### src/rtl/crc_req_arb_if.sv
// -----------------------------------------------------------------------------
// crc_req_arb_if
// Bundles the client request/completion streams, the CRC engine request/done
// handshake and the interrupt/error signals of crc_req_arb.
//
// Modports:
//   slave  - the arbiter side (crc_req_arb drives the o_* signals)
//   master - the environment side (clients, engine, interrupt controller)
//
// Signal summary:
//   i_ch_req_valid/i_ch_req_data/o_ch_req_ready : per-channel request streams
//   o_crc_req_valid/o_crc_req_data/i_crc_req_ready : engine request {chan_id, payload}
//   i_crc_done_valid/i_crc_done_data/o_crc_done_ready : engine completion {chan_id, result}
//   o_ch_done_valid/o_ch_done_data/i_ch_done_ready : per-channel completions
//   i_int_mask/i_int_clr/o_int_pend/o_int : completion interrupt
//   o_err : sticky protocol error
// -----------------------------------------------------------------------------
interface crc_req_arb_if #(
    parameter int NUM_CH = 4,
    parameter int REQ_W  = 36,
    parameter int RSP_W  = 149,
    parameter int CHID_W = (NUM_CH > 1) ? $clog2(NUM_CH) : 1
);
    logic [NUM_CH-1:0]       i_ch_req_valid;
    logic [NUM_CH*REQ_W-1:0] i_ch_req_data;
    logic [NUM_CH-1:0]       o_ch_req_ready;

    logic                    o_crc_req_valid;
    logic [CHID_W+REQ_W-1:0] o_crc_req_data;
    logic                    i_crc_req_ready;

    logic                    i_crc_done_valid;
    logic [CHID_W+RSP_W-1:0] i_crc_done_data;
    logic                    o_crc_done_ready;

    logic [NUM_CH-1:0]       o_ch_done_valid;
    logic [RSP_W-1:0]        o_ch_done_data;
    logic [NUM_CH-1:0]       i_ch_done_ready;

    logic [NUM_CH-1:0]       i_int_mask;
    logic [NUM_CH-1:0]       i_int_clr;
    logic [NUM_CH-1:0]       o_int_pend;
    logic                    o_int;
    logic                    o_err;

    modport slave (
        input  i_ch_req_valid, i_ch_req_data, i_crc_req_ready,
        input  i_crc_done_valid, i_crc_done_data, i_ch_done_ready,
        input  i_int_mask, i_int_clr,
        output o_ch_req_ready, o_crc_req_valid, o_crc_req_data,
        output o_crc_done_ready, o_ch_done_valid, o_ch_done_data,
        output o_int_pend, o_int, o_err
    );

    modport master (
        output i_ch_req_valid, i_ch_req_data, i_crc_req_ready,
        output i_crc_done_valid, i_crc_done_data, i_ch_done_ready,
        output i_int_mask, i_int_clr,
        input  o_ch_req_ready, o_crc_req_valid, o_crc_req_data,
        input  o_crc_done_ready, o_ch_done_valid, o_ch_done_data,
        input  o_int_pend, o_int, o_err
    );
endinterface

### src/rtl/crc_req_arb.sv
// -----------------------------------------------------------------------------
// crc_req_arb
// N-channel front end for the CRC engine request/done handshake.
//   - Round-robin arbitration of NUM_CH client request streams into a single
//     one-entry engine request stage; each beat is tagged with its channel ID.
//   - Tagged engine completions are routed combinationally back to the owner.
//   - Per-channel outstanding counters limit each client to MAX_OUT requests.
//   - Maskable completion interrupt, sticky protocol error.
//
// Ports:
//   i_clk      : clock
//   i_reset    : synchronous active-high reset
//   bus        : crc_req_arb_if.slave (request, completion, interrupt, error)
//   o_timeout  : sticky watchdog flag (only with CRC_ARB_TIMEOUT_EN)
//
// Optional feature macro: CRC_ARB_TIMEOUT_EN
//   Adds a watchdog that counts cycles while requests are outstanding and no
//   completion is accepted; at TIMEOUT_CYC it sets o_timeout, which also forces
//   o_int regardless of i_int_mask.
//
// Request stage states:
//   state    | meaning
//   ST_EMPTY | no beat held, a grant may load the stage
//   ST_FULL  | beat presented to the engine, held until i_crc_req_ready
// -----------------------------------------------------------------------------
module crc_req_arb #(
    parameter int NUM_CH      = 4,
    parameter int REQ_W       = 36,
    parameter int RSP_W       = 149,
    parameter int MAX_OUT     = 4,
    parameter int TIMEOUT_CYC = 1024
) (
    input  logic         i_clk,
    input  logic         i_reset,
    crc_req_arb_if.slave bus
`ifdef CRC_ARB_TIMEOUT_EN
    ,
    output logic         o_timeout
`endif
);
    localparam int CHID_W = (NUM_CH > 1) ? $clog2(NUM_CH) : 1;
    localparam int CNT_W  = $clog2(MAX_OUT + 1);

    if (NUM_CH < 1 || NUM_CH > 16) begin : g_bad_num_ch
        $error("crc_req_arb: NUM_CH must be 1..16");
    end
    if (MAX_OUT < 1 || MAX_OUT > 15) begin : g_bad_max_out
        $error("crc_req_arb: MAX_OUT must be 1..15");
    end
    if (TIMEOUT_CYC < 1) begin : g_bad_timeout
        $error("crc_req_arb: TIMEOUT_CYC must be positive");
    end

    typedef enum logic {
        ST_EMPTY = 1'b0,
        ST_FULL  = 1'b1
    } stage_e;

    stage_e                  stage_q;
    logic [CHID_W+REQ_W-1:0] stage_data_q;
    logic [CHID_W-1:0]       rr_q;          // first channel to search next
    logic [CNT_W-1:0]        cnt_q [NUM_CH];
    logic [CNT_W-1:0]        cnt_d [NUM_CH];
    logic [NUM_CH-1:0]       pend_q;
    logic                    int_q;
    logic                    err_q;

    // ---------------------------------------------------------------- grant
    logic                    may_load;
    logic [NUM_CH-1:0]       elig;
    logic [NUM_CH-1:0]       grant_vec;
    logic                    grant_any;
    logic [CHID_W-1:0]       grant_id;
    logic [CHID_W-1:0]       rr_d;
    logic [REQ_W-1:0]        grant_data;

    always_comb begin
        may_load = (stage_q == ST_EMPTY) || bus.i_crc_req_ready;
        for (int k = 0; k < NUM_CH; k++) begin
            elig[k] = bus.i_ch_req_valid[k] && (cnt_q[k] < CNT_W'(MAX_OUT));
        end
    end

    always_comb begin
        int idx;
        idx       = 0;
        grant_vec = '0;
        grant_any = 1'b0;
        grant_id  = '0;
        // No grant during reset so no client sees a handshake that is lost.
        if (may_load && !i_reset) begin
            for (int j = 0; j < NUM_CH; j++) begin
                idx = (int'(rr_q) + j) % NUM_CH;
                if (!grant_any && elig[idx]) begin
                    grant_any      = 1'b1;
                    grant_id       = CHID_W'(idx);
                    grant_vec[idx] = 1'b1;
                end
            end
        end
    end

    always_comb begin
        rr_d       = (int'(grant_id) == NUM_CH - 1) ? '0 : grant_id + 1'b1;
        grant_data = bus.i_ch_req_data[int'(grant_id)*REQ_W +: REQ_W];
    end

    // ------------------------------------------------------- completion path
    logic [CHID_W-1:0]       done_id;
    logic                    done_id_ok;
    logic [NUM_CH-1:0]       done_valid_vec;
    logic [NUM_CH-1:0]       done_hs;
    logic                    done_ready;
    logic                    done_bad;

    always_comb begin
        done_id        = bus.i_crc_done_data[CHID_W+RSP_W-1 -: CHID_W];
        done_id_ok     = int'(done_id) < NUM_CH;
        done_valid_vec = '0;
        done_hs        = '0;
        // Beats tagged with a nonexistent channel are swallowed.
        done_ready     = 1'b1;
        if (done_id_ok) begin
            done_valid_vec[done_id] = bus.i_crc_done_valid;
            done_ready              = bus.i_ch_done_ready[done_id];
            done_hs[done_id]        = bus.i_crc_done_valid && bus.i_ch_done_ready[done_id];
        end
        done_bad = bus.i_crc_done_valid && !done_id_ok;
    end

    // ---------------------------------------------------- outstanding counts
    logic underflow;

    always_comb begin
        underflow = 1'b0;
        for (int k = 0; k < NUM_CH; k++) begin
            cnt_d[k] = cnt_q[k];
            if (grant_vec[k] && !done_hs[k]) begin
                cnt_d[k] = cnt_q[k] + 1'b1;
            end else if (done_hs[k] && !grant_vec[k] && cnt_q[k] != '0) begin
                cnt_d[k] = cnt_q[k] - 1'b1;
            end
            // A completion nobody asked for is still delivered, but flagged.
            if (done_hs[k] && cnt_q[k] == '0) begin
                underflow = 1'b1;
            end
        end
    end

    // ------------------------------------------------------------ registers
    always_ff @(posedge i_clk) begin
        if (i_reset) begin
            stage_q      <= ST_EMPTY;
            stage_data_q <= '0;
            rr_q         <= '0;
            for (int k = 0; k < NUM_CH; k++) begin
                cnt_q[k] <= '0;
            end
            pend_q       <= '0;
            int_q        <= 1'b0;
            err_q        <= 1'b0;
        end else begin
            case (stage_q)
                ST_EMPTY: if (grant_any) stage_q <= ST_FULL;
                ST_FULL:  if (bus.i_crc_req_ready && !grant_any) stage_q <= ST_EMPTY;
                default:  stage_q <= ST_EMPTY;
            endcase
            if (grant_any) begin
                stage_data_q <= {grant_id, grant_data};
                rr_q         <= rr_d;
            end
            for (int k = 0; k < NUM_CH; k++) begin
                cnt_q[k] <= cnt_d[k];
            end
            // Set wins over a same-cycle clear.
            pend_q <= (pend_q & ~bus.i_int_clr) | done_hs;
            int_q  <= |(pend_q & bus.i_int_mask);
            err_q  <= err_q | done_bad | underflow;
        end
    end

    assign bus.o_ch_req_ready   = grant_vec;
    assign bus.o_crc_req_valid  = (stage_q == ST_FULL);
    assign bus.o_crc_req_data   = stage_data_q;
    assign bus.o_crc_done_ready = done_ready;
    assign bus.o_ch_done_valid  = done_valid_vec;
    assign bus.o_ch_done_data   = bus.i_crc_done_data[RSP_W-1:0];
    assign bus.o_int_pend       = pend_q;
    assign bus.o_err            = err_q;

`ifdef CRC_ARB_TIMEOUT_EN
    localparam int WD_W = $clog2(TIMEOUT_CYC + 1);

    logic [WD_W-1:0] wd_q;
    logic            timeout_q;
    logic            any_out;

    always_comb begin
        any_out = 1'b0;
        for (int k = 0; k < NUM_CH; k++) begin
            if (cnt_q[k] != '0) any_out = 1'b1;
        end
    end

    always_ff @(posedge i_clk) begin
        if (i_reset) begin
            wd_q      <= '0;
            timeout_q <= 1'b0;
        end else if ((|done_hs) || !any_out) begin
            wd_q <= '0;
        end else if (wd_q != WD_W'(TIMEOUT_CYC)) begin
            wd_q <= wd_q + 1'b1;
            if (wd_q == WD_W'(TIMEOUT_CYC - 1)) begin
                timeout_q <= 1'b1;
            end
        end
    end

    assign o_timeout = timeout_q;
    assign bus.o_int = int_q | timeout_q;
`else
    assign bus.o_int = int_q;
`endif

endmodule

### src/flat_wrapper.sv
// flat-port wrapper written by rule: the top's interface ports become plain ports
module crc_req_arb_flat 
#(
    parameter int NUM_CH      = 4,
    parameter int REQ_W       = 36,
    parameter int RSP_W       = 149,
    parameter int MAX_OUT     = 4,
    parameter int TIMEOUT_CYC = 1024
)
  (i_clk, i_reset, bus_i_ch_req_valid, bus_i_ch_req_data, bus_i_crc_req_ready, bus_i_crc_done_valid, bus_i_crc_done_data, bus_i_ch_done_ready, bus_i_int_mask, bus_i_int_clr, bus_o_ch_req_ready, bus_o_crc_req_valid, bus_o_crc_req_data, bus_o_crc_done_ready, bus_o_ch_done_valid, bus_o_ch_done_data, bus_o_int_pend, bus_o_int, bus_o_err);
  crc_req_arb_if #(.NUM_CH(NUM_CH), .REQ_W(REQ_W), .RSP_W(RSP_W)) bus_i ();
  input  logic i_clk;
  input  logic i_reset;
  input wire logic [$bits(bus_i.i_ch_req_valid)-1:0] bus_i_ch_req_valid;
  input wire logic [$bits(bus_i.i_ch_req_data)-1:0] bus_i_ch_req_data;
  input wire logic [$bits(bus_i.i_crc_req_ready)-1:0] bus_i_crc_req_ready;
  input wire logic [$bits(bus_i.i_crc_done_valid)-1:0] bus_i_crc_done_valid;
  input wire logic [$bits(bus_i.i_crc_done_data)-1:0] bus_i_crc_done_data;
  input wire logic [$bits(bus_i.i_ch_done_ready)-1:0] bus_i_ch_done_ready;
  input wire logic [$bits(bus_i.i_int_mask)-1:0] bus_i_int_mask;
  input wire logic [$bits(bus_i.i_int_clr)-1:0] bus_i_int_clr;
  output wire logic [$bits(bus_i.o_ch_req_ready)-1:0] bus_o_ch_req_ready;
  output wire logic [$bits(bus_i.o_crc_req_valid)-1:0] bus_o_crc_req_valid;
  output wire logic [$bits(bus_i.o_crc_req_data)-1:0] bus_o_crc_req_data;
  output wire logic [$bits(bus_i.o_crc_done_ready)-1:0] bus_o_crc_done_ready;
  output wire logic [$bits(bus_i.o_ch_done_valid)-1:0] bus_o_ch_done_valid;
  output wire logic [$bits(bus_i.o_ch_done_data)-1:0] bus_o_ch_done_data;
  output wire logic [$bits(bus_i.o_int_pend)-1:0] bus_o_int_pend;
  output wire logic [$bits(bus_i.o_int)-1:0] bus_o_int;
  output wire logic [$bits(bus_i.o_err)-1:0] bus_o_err;
  assign bus_i.i_ch_req_valid = bus_i_ch_req_valid;
  assign bus_i.i_ch_req_data = bus_i_ch_req_data;
  assign bus_i.i_crc_req_ready = bus_i_crc_req_ready;
  assign bus_i.i_crc_done_valid = bus_i_crc_done_valid;
  assign bus_i.i_crc_done_data = bus_i_crc_done_data;
  assign bus_i.i_ch_done_ready = bus_i_ch_done_ready;
  assign bus_i.i_int_mask = bus_i_int_mask;
  assign bus_i.i_int_clr = bus_i_int_clr;
  assign bus_o_ch_req_ready = bus_i.o_ch_req_ready;
  assign bus_o_crc_req_valid = bus_i.o_crc_req_valid;
  assign bus_o_crc_req_data = bus_i.o_crc_req_data;
  assign bus_o_crc_done_ready = bus_i.o_crc_done_ready;
  assign bus_o_ch_done_valid = bus_i.o_ch_done_valid;
  assign bus_o_ch_done_data = bus_i.o_ch_done_data;
  assign bus_o_int_pend = bus_i.o_int_pend;
  assign bus_o_int = bus_i.o_int;
  assign bus_o_err = bus_i.o_err;
  crc_req_arb #(.NUM_CH(NUM_CH), .REQ_W(REQ_W), .RSP_W(RSP_W), .MAX_OUT(MAX_OUT), .TIMEOUT_CYC(TIMEOUT_CYC)) u_core (.i_clk(i_clk), .i_reset(i_reset), .bus(bus_i));
endmodule
### config.mk
export PLATFORM = sky130hd
export DESIGN_NAME = crc_req_arb_flat
export DESIGN_NICKNAME = d
export VERILOG_FILES = /design/src/rtl/crc_req_arb_if.sv /design/src/rtl/crc_req_arb.sv /design/src/flat_wrapper.sv
export SDC_FILE = /design/constraint.sdc
export NUM_CORES = 1
export LEC_CHECK = 0
export ABC_AREA = 1
export BUFFER_PORTS_ARGS = -buffer_cell sky130_fd_sc_hd__buf_2
export CORE_AREA = 2 2 202 204
export DETAILED_ROUTE_END_ITERATION = 7
export DIE_AREA = 0 0 204 206
export HOLD_SLACK_MARGIN = 0.05
export PLACE_DENSITY_LB_ADDON = 0.1
export SYNTH_ARGS = -nofsm -noshare
export SYNTH_HDL_FRONTEND = slang
export SYNTH_SLANG_ARGS = --single-unit
### constraint.sdc
create_clock -name i_clk -period 5.5 [get_ports i_clk]
set_input_delay 0.55 -clock i_clk [delete_from_list [all_inputs] [get_ports i_clk]]
set_output_delay 0.55 -clock i_clk [all_outputs]
set_load 0.02 [all_outputs]
==> run_results.csv, run 1 <==
group,metric,value,unit
run_status,outcome,"finished clean",
synth,avgSynthCellArea,6.27,sq um
sta,fmax,0.254,GHz
place,placed_cell_area,0.00606,sq mm
synth,synth_common_cells,"203 x nand2_1, 162 x nand3_1, 151 x buf_4",
global_routing,gr-usage-met1,0.127,
critical_path,reg2reg_slack,1.56,ns
run,drv_cap,0,
route,drtPass1Iterations,6,
power_and_ir_drop,p_comb_frac,0.629,
synth,ys_ff_latch,59,
synth,synth.distinct_cells,26,
power_and_ir_drop,seqPwrFrac,0.209,
clock_network,cts.sinks,59,
place,place_congestion,0.709,
synth,netlist_area,0.00559,sq mm
floorplan,die_area,0.0420,sq mm
synth,synth_top_area_cell,"dfxtp_1",
sta,timing.slew.headroom,0.257,
finish,syn_to_final_growth,13.4,%
route,num_vias,5752,
floorplan,io_pins,518,
route,route.detailed.drc,0,
finish,utilization,0.158,
sta,tns,0,ns
clock_network,cts-hold-fix-buffers,0,
sta,finalSetupViolations,0,
route,wl_per_cell,17.1,um
global_routing,met3_usage,0.0536,
synth,synth-edff-count,0,
finish,layout.cells.non_filler,1464,
floorplan,rows,74,
power_and_ir_drop,leakage,3.27,nW
synth,synth_ff_type,"dfxtp_1",
global_routing,antenna_found_initial,5,
finish,stdcell_area,0.00633,sq mm
clock_network,cts_resized,0,
place,place.port_buffers,219,
clock_network,cts_tree,"done",
place,dpl.hpwl,17.6,mm
clock_network,ctsRootBufferMaster,"clkbuf_16",
critical_path,cp.arrival,4.19,ns
route,routed_wl,25.0,mm
critical_path,crit_type,"flip-flop to flip-flop",
sta,finClkSkew,0.00615,ns
power_and_ir_drop,p_sw_frac,0.559,
power_and_ir_drop,p_clk_frac,0.162,
global_routing,grt_overflow,0,
clock_network,clk_latency,0.36,ns
finish,layout.nets,1253,
global_routing,use_met2,0.199,
hold_path,hp-class,"input port to flip-flop",
synth,ys.warnings.count,0,
global_routing,grt_pass1_wl,36.7,mm
critical_path,critPathCaptureType,"flip-flop",
global_routing,grt_pass1_vias,5995,
synth,synth_cells,891,
global_routing,grtUsageTotal,0.117,
route,drt_iter0_drc,211,
sta,rsz0062_at_grt,"no",
floorplan,die_x,204,um
finish,drive_above_1_share,0.282,
synth,synthTopCellsByArea,"dfxtp_1 21%, buf_4 20%, nand3_1 15%, nand2_1 14%, nand4_1 8.3%",
power_and_ir_drop,p_int,1.52,mW
clock_network,postCtsSetupRepairBufs,0,
synth,synth_nets,1218,
synth,yosysSeqAreaShare,0.211,
synth,yosysMostFrequentCell,"nand2_1",
power_and_ir_drop,p_sw,1.92,mW
sta,period_share,0.716,
finish,fill_cells,4785,
route,viasPerCell,3.93,
global_routing,gr-max-usage-layer,"met2",
synth,async_reset_ff_frac,0,
global_routing,grt_max_degree,74,
sta,tightest_slew,1.11,ns
place,dp_cells,1447,
critical_path,required,5.76,ns
clock_network,path_clk_slew,0.07,ns
floorplan,start_util,0.139,
sta,final_hold_viol_count,0,
route,antenna_left,0,
sta,slew_violations,0,
critical_path,cp_max_fo,73,
floorplan,die_height,206,um
synth,synth.top_cell.area_share,0.211,
clock_network,cts_buffers,9,
floorplan,core_area,0.0402,sq mm
power_and_ir_drop,ir_worst_vdd,221,uV
clock_network,cts_htree_levels,3,
critical_path,crit_path_start_kind,"flip-flop",
power_and_ir_drop,powerDensity,543,mW/mm^2
clock_network,cts_buffer_depth,2,
sta,fin_crit,3.94,ns
[flip-flops by register name, summed over array words and instances (netlist names)]
register                    cells
u_core.cnt_q                   12
u_core.bus.o_crc_req_valid      1
u_core.rr_q                     2
u_core.bus.o_int_pend           4
u_core.bus.o_int                1
u_core.bus.o_err                1
u_core.bus.o_crc_req_data      38
[critical path, cell delays in order (launching register included)]
cell	delay (ns)
dfxtp_1	0.65
inv_4	0.14
ha_1	0.38
inv_1	0.13
nand3_1	0.09
nand2_1	0.13
nand3_2	0.19
nand3_4	0.09
buf_4	0.62
nand3_4	0.60
buf_12	0.40
nand2_1	0.07
nand3_1	0.08
nand3_1	0.13
nand2_1	0.06
[layout make-up]
class | count | area, sq um | share of cell area
Tap cell | 532 | 666 | 0.105
Timing Repair Buffer | 225 | 1150 | 0.182
Multi-Input combinational cell | 540 | 2720 | 0.429
Clock inverter | 6 | 42.5 | 0.00672
Sequential cell | 59 | 1180 | 0.186
Antenna cell | 1 | 2.50 | 0.000395
Inverter | 91 | 344 | 0.0543
Clock buffer | 10 | 229 | 0.0361
[path summary, 6_finish.rpt]
check / startpoint / endpoint / cells after the start
min reg2reg: u_core.bus.o_crc_req_data[37]$_SDFFE_PP0P_ / u_core.bus.o_crc_req_data[37]$_SDFFE_PP0P_ / 2
min: bus_i_int_clr[3] / u_core.bus.o_int_pend[3]$_SDFF_PP0_ / 4
max reg2reg: u_core.rr_q[0]$_SDFFE_PP0P_ / u_core.bus.o_crc_req_data[13]$_SDFFE_PP0P_ / 14
max: u_core.rr_q[0]$_SDFFE_PP0P_ / u_core.bus.o_crc_req_data[13]$_SDFFE_PP0P_ / 14
[cells by family (layout without fill, tap and decap cells)]
family	Yosys count	after routing	synth area share
adders and majority gates	12	12	0.0322
DFF	59	59	0.211
other	0	1	0
AOI/OAI and AO/OA	29	29	0.0280
and+or+nand+nor	499	499	0.420
buffers and inverters	292	332	0.308
[cell usage in the layout, fill, tap and decap left out, types with 4 or more instances in the layout]
cell       count
o21ai_0        9
nand3_2        6
inv_1         85
a21oi_1       14
ha_1           8
buf_2        219
fa_1           4
nor3_1         6
dfxtp_1       59
inv_2          5
clkbuf_16      9
buf_4          5
nand3_1      162
nand2_1      201
nand4_1       74
nor2_1        40
nand2_2        5
[metrics by stage]
stage	power, mW	hold WS [ns]	setup slack [ns]
after global placement	2.99	0.460	1.51
after detailed placement	2.97	0.462	1.46
after CTS	3.57	0.412	1.45
final	3.44	0.440	1.56
after floorplan	2.39	0.497	2.94
after global routing	3.82	0.448	1.19
[layer usage]
| metal | vias up | wire, um |
|---|---|---|
| li1 | 2827 | - |
| met1 | 2618 | 10000 |
| met2 | 226 | 12000 |
| met3 | 73 | 2340 |
| met4 | 8 | 639 |
| met5 | - | 42 |
[power by group through the flow]
stage | logic [mW] | clock network (mW) | registers (mW)
after floorplan | 1.55 | 0 | 0.833
after global placement | 2.26 | 0 | 0.730
after detailed placement | 2.24 | 0 | 0.728
after CTS | 2.25 | 0.596 | 0.721
after global routing | 2.46 | 0.614 | 0.744
final | 2.16 | 0.557 | 0.717
Note: power is estimated with default switching activity, not from simulation.
==> inputs of run 2 (changes only) <==
--- a/config.mk
+++ b/config.mk
@@ -7,9 +7,9 @@
 export LEC_CHECK = 0
 export ABC_AREA = 1
 export BUFFER_PORTS_ARGS = -buffer_cell sky130_fd_sc_hd__buf_2
-export CORE_AREA = 2 2 202 204
+export CORE_AREA = 2 2 200 202
 export DETAILED_ROUTE_END_ITERATION = 7
-export DIE_AREA = 0 0 204 206
+export DIE_AREA = 0 0 202 204
 export HOLD_SLACK_MARGIN = 0.05
 export PLACE_DENSITY_LB_ADDON = 0.1
 export SYNTH_ARGS = -nofsm -noshare
==> constraint.sdc (replaced) <==
create_clock -name i_clk -period 3.4 [get_ports i_clk]
set_input_delay 0.34 -clock i_clk [delete_from_list [all_inputs] [get_ports i_clk]]
set_output_delay 0.34 -clock i_clk [all_outputs]
set_load 0.02 [all_outputs]
==> run 2 against run 1 <==
Global-route usage is 0.21 points higher. Utilization increased by 0.73 points. Cell count grew 0.14%. Critical path type unchanged. Worst hold slack lost 0.20 ns. Largest power group unchanged. Count of clock-buffer cells in the layout fell by 1.
==> run_results.csv, run 2 (same netlist as run 1, synthesis figures left out) <==
group,metric,value,unit
clock_network,cts_htree_levels,3,
sta,fmax,0.364,GHz
finish,layout_commonest_cell,"buf_2",
global_routing,grt_max_degree,73,
floorplan,io_pins,518,
global_routing,grt_overflow,0,
route,routed_wl,24.8,mm
sta,final_hold_viol_count,0,
hold_path,whs_path_depth,4,
route,met1_length,10.6,mm
route,num_vias,5754,
run_status,outcome,"finished clean",
sta,rsz0062_at_grt,"no",
place,place_congestion,0.760,
floorplan,die_x,202,um
floorplan,die_area,0.0412,sq mm
route,drt_iter0_drc,198,
sta,finalSetupViolations,0,
finish,largest_reg_flops,38,
clock_network,clk_latency,0.35,ns
clock_network,cts-hold-fix-buffers,0,
place,place.port_buffers,219,
global_routing,grt_pass1_wl,37.4,mm
power_and_ir_drop,powerDensity,904,mW/mm^2
sta,timing.slew.headroom,0.396,
clock_network,cts_buffers,9,
critical_path,cp.arrival,3.04,ns
route,route.detailed.drc,0,
finish,layout.nets,1262,
power_and_ir_drop,power,5.85,mW
hold_path,holdPathEnd,"u_core.bus.o_int_pend[0]$_SDFF_PP0_",
sta,tns,0,ns
power_and_ir_drop,ir_worst_vdd,428,uV
hold_path,hp-class,"input port to flip-flop",
route,dr_wl_met3,1.95,mm
route,dr.max_layer_used,"met5",
global_routing,antenna_found_initial,2,
critical_path,crit_path_start_kind,"flip-flop",
sta,holdWs,0.243,ns
place,dpl.hpwl,18.1,mm
finish,final_cell_mix,"219 x buf_2, 201 x nand2_1, 162 x nand3_1",
floorplan,core_area,0.0392,sq mm
route,wl_per_cell,16.9,um
critical_path,worst_r2r_path_depth,16,
critical_path,cp_max_fo,29,
floorplan,start_util,0.143,
critical_path,crit_type,"flip-flop to flip-flop",
clock_network,cts_tree,"done",
critical_path,critPathCaptureType,"flip-flop",
floorplan,die_height,204,um
clock_network,postCtsSetupRepairBufs,0,
floorplan,rows,73,
power_and_ir_drop,leakage,3.35,nW
global_routing,grtUsageTotal,0.119,
clock_network,cts_resized,0,
sta,finClkSkew,0.0154,ns
route,viasPerCell,3.92,
global_routing,grt_pass1_vias,6155,
finish,drive_above_1_share,0.290,
critical_path,reg2reg_slack,0.65,ns
sta,fin_crit,2.75,ns
critical_path,required,3.69,ns
finish,syn_to_final_growth,15.7,%
critical_path,r2r_start,"u_core.rr_q[0]$_SDFFE_PP0P_",
sta,tightest_slew,0.905,ns
critical_path,worstReg2RegEnd,"u_core.bus.o_crc_req_data[1]$_SDFFE_PP0P_",
hold_path,worstHoldStart,"bus_i_int_clr[0]",
route,drtPass1Iterations,7,
run,drv_cap,0,
clock_network,path_clk_slew,0.06,ns
sta,slew_violations,0,
clock_network,cts.sinks,59,
clock_network,cts_buffer_depth,2,
route,route.met2.wl,11.8,mm
clock_network,ctsRootBufferMaster,"clkbuf_16",
route,antenna_left,0,
sta,period_share,0.808,
==> run 2: metal layers <==
metal  vias to the layer above  track usage
li1                       2855            -
met1                      2628        0.140
met2                       220        0.201
met3                        47       0.0458
met4                         4       0.0365
met5                         -            0
==> run 2: final cells by class <==
| type | count | area, sq um |
|---|---|---|
| Antenna cell | 1 | 2.50 |
| Clock buffer | 9 | 225 |
| Clock inverter | 7 | 92.6 |
| Fill cell | 4585 | 32700 |
| Inverter | 91 | 344 |
| Multi-Input combinational cell | 540 | 2720 |
| Sequential cell | 59 | 1180 |
| Tap cell | 525 | 657 |
| Timing Repair Buffer | 234 | 1250 |
==> run 2: worst max-delay path by stage <==
stage | from | end | depth (start not counted)
finish | u_core.rr_q[0]$_SDFFE_PP0P_ | u_core.bus.o_crc_req_data[1]$_SDFFE_PP0P_ | 16
global route | u_core.rr_q[0]$_SDFFE_PP0P_ | u_core.bus.o_crc_req_data[1]$_SDFFE_PP0P_ | 16
CTS | u_core.rr_q[0]$_SDFFE_PP0P_ | u_core.bus.o_crc_req_data[1]$_SDFFE_PP0P_ | 16
detailed placement | u_core.rr_q[0]$_SDFFE_PP0P_ | u_core.bus.o_crc_req_data[1]$_SDFFE_PP0P_ | 16
global placement | u_core.rr_q[0]$_SDFFE_PP0P_ | u_core.bus.o_crc_req_data[29]$_SDFFE_PP0P_ | 16
floorplan | u_core.rr_q[0]$_SDFFE_PP0P_ | u_core.cnt_q[0][2]$_SDFFE_PP0P_ | 16
==> run 2: power breakdown <==
| part | internal [mW] | switching, mW | leakage [nW] |
|---|---|---|---|
| logic | 1.10 | 2.57 | 2.71 |
| clock network | 0.641 | 0.396 | 0.159 |
| registers | 0.959 | 0.185 | 0.488 |
| total | 2.70 | 3.15 | 3.35 |
==> run 2: critical path: stages (launching register included) <==
cell	delay [ns]
dfxtp_1	0.37
inv_4	0.09
ha_1	0.35
inv_1	0.12
nand3_1	0.08
nand2_1	0.13
nand2_2	0.08
nor2_4	0.16
nand2_2	0.10
nand2_4	0.10
nand3_4	0.33
buf_4	0.38
nand2_1	0.08
nand3_1	0.06
nand2_1	0.09
nand2_1	0.05
nand2_1	0.09
==> run 2: per-stage QoR <==
| stage | cells | utilization | worst slack (ns) | instance area [sq um] |
|---|---|---|---|---|
| detailed placement | 1449 | 0.157 | 0.596 | 6140 |
| floorplan | 891 | - | 0.840 | 5590 |
| global placement | 1449 | 0.157 | 0.674 | 6140 |
| finish | 1466 | 0.165 | 0.654 | 6460 |
| CTS | 1465 | 0.165 | 0.583 | 6460 |
| global route | 1465 | 0.165 | 0.250 | 6460 |
